**config.mk**
```make
export PLATFORM = sky130hd
export DESIGN_NAME = alu_seq_ctrl
export DESIGN_NICKNAME = d
export VERILOG_FILES = /design/src/rtl/alu_seq_pkg.sv /design/src/rtl/alu_seq_ctrl.sv
export SDC_FILE = /design/constraint.sdc
export NUM_CORES = 1
export LEC_CHECK = 0
export CAP_MARGIN = 40
export CORE_ASPECT_RATIO = 0.8
export CORE_MARGIN = 1
export CORE_UTILIZATION = 38
export DETAILED_ROUTE_END_ITERATION = 10
export PLACE_DENSITY = 0.76
export SYNTH_ARGS = -nofsm -noshare
export SYNTH_HDL_FRONTEND = slang
export SYNTH_SLANG_ARGS = --single-unit
```
**constraint.sdc**
```tcl
create_clock -name clk -period 1.3 [get_ports clk]
set_input_delay 0.195 -clock clk [delete_from_list [all_inputs] [get_ports clk]]
set_output_delay 0.195 -clock clk [all_outputs]
set_load 0.02 [all_outputs]
```
**src/rtl/alu_seq_pkg.sv**
```systemverilog
// Shared definitions for the ALU sequencing controller.
// Holds the command encodings, the controller state type and the datapath widths.
package alu_seq_pkg;

  localparam int DATA_W    = 8;
  localparam int ALU_SEL_W = 3;

  // Command kinds carried on cmd_kind
  localparam logic [1:0] KIND_LOAD  = 2'b00;
  localparam logic [1:0] KIND_EXEC  = 2'b01;
  localparam logic [1:0] KIND_READ  = 2'b10;
  localparam logic [1:0] KIND_CLEAR = 2'b11;

  // Controller states: waiting for a command, iterating the ALU, offering a result
  typedef enum logic [1:0] {
    ST_IDLE = 2'b00,
    ST_EXEC = 2'b01,
    ST_RESP = 2'b10
  } state_t;

endpackage

```
**src/rtl/alu_seq_ctrl.sv**
```systemverilog
// ALU sequencing controller.
// Keeps an 8-bit accumulator and drives an external combinational ALU.
// LOAD and CLEAR update the accumulator in place. READ returns the accumulator.
// EXEC applies one latched ALU operation cmd_rep+1 times, feeding the result back
// into the accumulator each cycle, and then returns the final value and carry.
// The block never decodes ALU semantics; the select code is only forwarded.
module alu_seq_ctrl
  import alu_seq_pkg::*;
#(
  parameter int REP_W = 4
) (
  input  logic                 clk,
  input  logic                 rst,
  input  logic                 cmd_valid,
  output logic                 cmd_ready,
  input  logic [1:0]           cmd_kind,
  input  logic [2:0]           cmd_sel,
  input  logic [7:0]           cmd_data,
  input  logic [REP_W-1:0]     cmd_rep,
  output logic                 res_valid,
  input  logic                 res_ready,
  output logic [7:0]           res_data,
  output logic                 res_cout,
  output logic                 busy,
  output logic [7:0]           alu_a,
  output logic [7:0]           alu_b,
  output logic [2:0]           alu_sel,
  input  logic [7:0]           alu_result,
  input  logic                 alu_cout
);

  state_t                 state;
  state_t                 state_nxt;
  logic [DATA_W-1:0]      acc;
  logic [DATA_W-1:0]      acc_nxt;
  logic                   cout_r;
  logic                   cout_nxt;
  logic [REP_W-1:0]       cnt;
  logic [REP_W-1:0]       cnt_nxt;
  logic [ALU_SEL_W-1:0]   sel_r;
  logic [ALU_SEL_W-1:0]   sel_nxt;
  logic [DATA_W-1:0]      data_r;
  logic [DATA_W-1:0]      data_nxt;
  logic                   cmd_fire;

  // Handshake and status flags follow directly from the current state
  always_comb begin
    cmd_ready = (state == ST_IDLE);
    res_valid = (state == ST_RESP);
    busy      = (state != ST_IDLE);
    cmd_fire  = cmd_valid && (state == ST_IDLE);
    res_data  = acc;
    res_cout  = cout_r;
  end

  // ALU operands: live operands only while iterating, otherwise a quiet zero B/select
  always_comb begin
    alu_a   = acc;
    alu_b   = '0;
    alu_sel = '0;
    if (state == ST_EXEC) begin
      alu_b   = data_r;
      alu_sel = sel_r;
    end
  end

  // Next-state and datapath update decisions
  always_comb begin
    state_nxt = state;
    acc_nxt   = acc;
    cout_nxt  = cout_r;
    cnt_nxt   = cnt;
    sel_nxt   = sel_r;
    data_nxt  = data_r;
    case (state)
      ST_IDLE: begin
        if (cmd_fire) begin
          case (cmd_kind)
            KIND_LOAD: begin
              acc_nxt = cmd_data;
            end
            KIND_EXEC: begin
              sel_nxt   = cmd_sel;
              data_nxt  = cmd_data;
              cnt_nxt   = cmd_rep;
              state_nxt = ST_EXEC;
            end
            KIND_READ: begin
              cout_nxt  = 1'b0;
              state_nxt = ST_RESP;
            end
            default: begin
              acc_nxt  = '0;
              cout_nxt = 1'b0;
            end
          endcase
        end
      end
      ST_EXEC: begin
        acc_nxt  = alu_result;
        cout_nxt = alu_cout;
        if (cnt == '0) begin
          state_nxt = ST_RESP;
        end else begin
          cnt_nxt = cnt - REP_W'(1);
        end
      end
      ST_RESP: begin
        if (res_ready) begin
          state_nxt = ST_IDLE;
        end
      end
      default: begin
        state_nxt = ST_IDLE;
      end
    endcase
  end

  // State and datapath registers; reset wins over any handshake in the same cycle
  always_ff @(posedge clk) begin
    if (rst) begin
      state  <= ST_IDLE;
      acc    <= '0;
      cout_r <= 1'b0;
      cnt    <= '0;
      sel_r  <= '0;
      data_r <= '0;
    end else begin
      state  <= state_nxt;
      acc    <= acc_nxt;
      cout_r <= cout_nxt;
      cnt    <= cnt_nxt;
      sel_r  <= sel_nxt;
      data_r <= data_nxt;
    end
  end

endmodule

```
==> results.sh <==
export IMPL_finalPower_mw=2.37
export IMPL_reg2reg_from="state[0]"
export IMPL_num_nets_final=313
export IMPL_critical_path_class="reg -> reg"
export IMPL_end_kind="flip-flop"
export IMPL_slew_violations=0
export IMPL_power_switching_uw=693
export IMPL_dieArea_mm2=0.00398
export IMPL_start_util_pct=40.5
export IMPL_cts_clk_slew_worst_paths_ns=0.09
export IMPL_synth_area_leaders="dfxtp_1 37%, nand2_1 9.5%, a21oi_1 6.0%"
export IMPL_power_frac_seq_pct=37.5
export IMPL_place_port_buffers=60
export IMPL_ys_seq_area_share_pct=36.7
export IMPL_post_place_cells=288
export IMPL_dpl_cell_area_mm2=0.00218
export IMPL_min_period_ns=1.48
export IMPL_fin_util_pct=80.3
export IMPL_n_antenna_cell=0
export IMPL_syn_nets=216
export IMPL_ioPinCount=61
export IMPL_ys_async_sr_fraction_pct=0
export IMPL_maxCapViolCount=0
export IMPL_hold_slack_ns=0.461
export IMPL_final_area_mm2=0.00281
export IMPL_num_vias=1774
export IMPL_grt_max_degree=29
export IMPL_power_leakage_nw=1.21
export IMPL_numCtsBuffers=3
export IMPL_sw_frac_of_total_pct=29.2
export IMPL_path_delay_family="buffers and inverters"
export IMPL_wl_per_cell_um=18.1
export IMPL_setup_viol=35
export IMPL_worst_pin_slew_ns=0.340
export IMPL_drc=0
export IMPL_crit_buf_inv=5
export IMPL_grt_ovfl_total=0
export IMPL_coreArea_mm2=0.00349
export IMPL_drtIter0Drc=146
export IMPL_max_slew_margin_pct=77.3
export IMPL_multi_input_area_mm2=0.00101
export IMPL_grt_pass1_wl_mm=6.91
export IMPL_routabilityCongestion=0.770
export IMPL_grt_pass1_vias=1523
export IMPL_std_cell_rows=19
export IMPL_ant_nets=0
export IMPL_combPwrFrac_pct=34.1
export IMPL_synth_top_area_cell="dfxtp_1"
export IMPL_arrival_ns=1.69
export IMPL_ys_ff_latch=26
export IMPL_htree_levels=1
export IMPL_synth_avg_cell_area_um2=7.78
export IMPL_most_common_layout_cells="35 x buf_4, 28 x nand2_1, 26 x clkdlybuf4s50_1"
export IMPL_antenna_found_initial=0
export IMPL_p_int_mw=1.68
export IMPL_crit_chain="buf_6 -> buf_6 -> buf_6 -> nor3_4 -> buf_4 -> buf_8 -> nand2_4 -> a21oi_2"
export IMPL_slowest_delay_ns=0.33
export IMPL_cp_data_required_time_ns=1.51
export IMPL_fin_skew_ns=0.00527
export IMPL_cp_depth=8
export IMPL_outcome="finished with violations"
export IMPL_register_area_um2=526
export IMPL_drive_above_1_share_pct=49.6
export IMPL_ys_types=34
export IMPL_worstPathMaxFanout=6
export IMPL_finalNonFillerCells=320
export IMPL_syn_to_final_growth_pct=98.1
export IMPL_fin_crit_sh_pct=114
export IMPL_rsz0062_at_grt="yes"
export IMPL_ir_worst_vdd_mv=0.700
export IMPL_hpwl_mm=2.79
export IMPL_cts_tree="yes"
export IMPL_use_met3_pct=4.67
export IMPL_synth_top_area_share_pct=36.7
export IMPL_violations="setup timing"
export IMPL_grtUsageMet2_pct=34.7
export IMPL_crit_slowest_cell="dfxtp_2"
export IMPL_clock_sinks=26
export IMPL_yosysWarnings=0
export IMPL_cts_root_buf="clkbuf_8"
export IMPL_fin_setup_tns_ns=-3.84
export IMPL_critPathLaunchType="flip-flop"
export IMPL_worst_slack_ns=-0.177
export IMPL_firstDrtPassIters=4
export IMPL_die_h_um=56.6
export IMPL_endpoint="data_r[1]"
export IMPL_routed_wl_mm=5.79
export IMPL_p_clk_share_pct=28.4
export IMPL_syn_area_mm2=0.00142
export IMPL_top_usage_layer="met2"
export IMPL_crit_start="state[0]"
export IMPL_r2r_end="data_r[1]"
export IMPL_clock_latency_ns=0.27
export IMPL_rr_worst_depth=8
export IMPL_clockBufferDepth=2
export IMPL_use_met1_pct=29.1
export IMPL_grtUsageTotal_pct=21.6
export IMPL_dieWidth_um=70.3
export IMPL_p_per_area_mw_per_mm2=844
export IMPL_ff2ff_setup_slack_ns=-0.18
export IMPL_final_common_cell="buf_4"
export IMPL_cpMostUsedCell="buf_6"
export IMPL_pre_cts_ws_ns=-0.572
export IMPL_hp_class="in -> reg"
export IMPL_hold_viol=0
export IMPL_viasPerCell=5.54
export IMPL_fill_cells=206
export IMPL_max_freq_ghz=0.677
export IMPL_ctsHoldBuffers=0
export IMPL_synthCells=182
export IMPL_synth_edf_count=0
export IMPL_synth_ff_type="dfxtp_1"
[Yosys cell counts, drive strengths merged, types with 2 or more instances]
library cell / n
nand2: 36
dfxtp: 26
a21oi: 18
nor2: 18
buf: 15
and2: 11
nand3: 9
a311oi: 8
inv: 7
clkbuf: 5
ha: 4
nand2b: 4
nor3: 3
o21ai: 3
mux2i: 2
nor3b: 2
[final cells by class]
class	instances	share of cell area [%]
clock inverters	1	1.07
clock buffers	3	1.47
multi-input cells	129	36.0
repair buffers	112	39.7
flip-flops and latches	26	18.7
well taps	42	1.87
inverters	7	1.11
[cell families (layout without fill, tap and decap cells)]
kind of cell             after synthesis  after routing  synth area share [%]
AO/OA/AOI/OAI                         36             36                  17.7
buffers and inverters                 27            123                  11.0
AND/OR/NAND/NOR                       87             87                  29.7
adder cells (fa/ha/maj)                4              4                  3.53
flip-flops                            26             26                  36.7
multiplexers                           2              2                  1.41
[flip-flops by register name (all words and copies together), names as in the netlist]
name and cells:
alu_a 8, cnt 4, data_r 8, res_cout 1
sel_r 3, state 2
[worst min-delay path: stages]
cell	delay (ns)
clkdlybuf4s50_1	0.39
nand2_1	0.05
a21oi_1	0.05
[power groups by stage]
stage / combinational, mW / clock [mW] / sequential (mW)
2_1_floorplan: 0.292 / 0 / 0.926
3_3_place_gp: 0.593 / 0 / 0.897
3_5_place_dp: 0.603 / 0 / 0.899
4_1_cts: 0.630 / 0.667 / 0.881
5_1_grt: 0.844 / 0.707 / 0.893
6_report: 0.808 / 0.673 / 0.888
[layer usage]
layer	share of wire [%]	vias to the layer above	routed length (um)
met3	7.0	16	407
met2	50	105	2910
li1	-	807	-
met5	0	-	0
met1	41	846	2350
met4	2.0	0	118
[timing repair]
action / 4_1_cts / 5_1_grt
setup endpoints to repair: 55 / 39
setup buffers: 10 / 15
gates cloned: 1 / 3
pin swaps: 23 / 24
resized for setup: 127 / 70
[worst min-delay path by stage]
stage                start        end  slack [ns]  depth (start not counted)
3_3_place_gp      sel_r[0]   sel_r[0]        0.44                          2
5_1_grt         cmd_sel[1]   sel_r[1]        0.48                          3
3_5_place_dp      sel_r[2]   sel_r[2]        0.45                          2
2_1_floorplan  cmd_data[0]  data_r[0]        0.33                          2
4_1_cts         cmd_sel[1]   sel_r[1]        0.46                          3
6_report        cmd_sel[1]   sel_r[1]        0.46                          3
(Power assumes the default switching activity.)
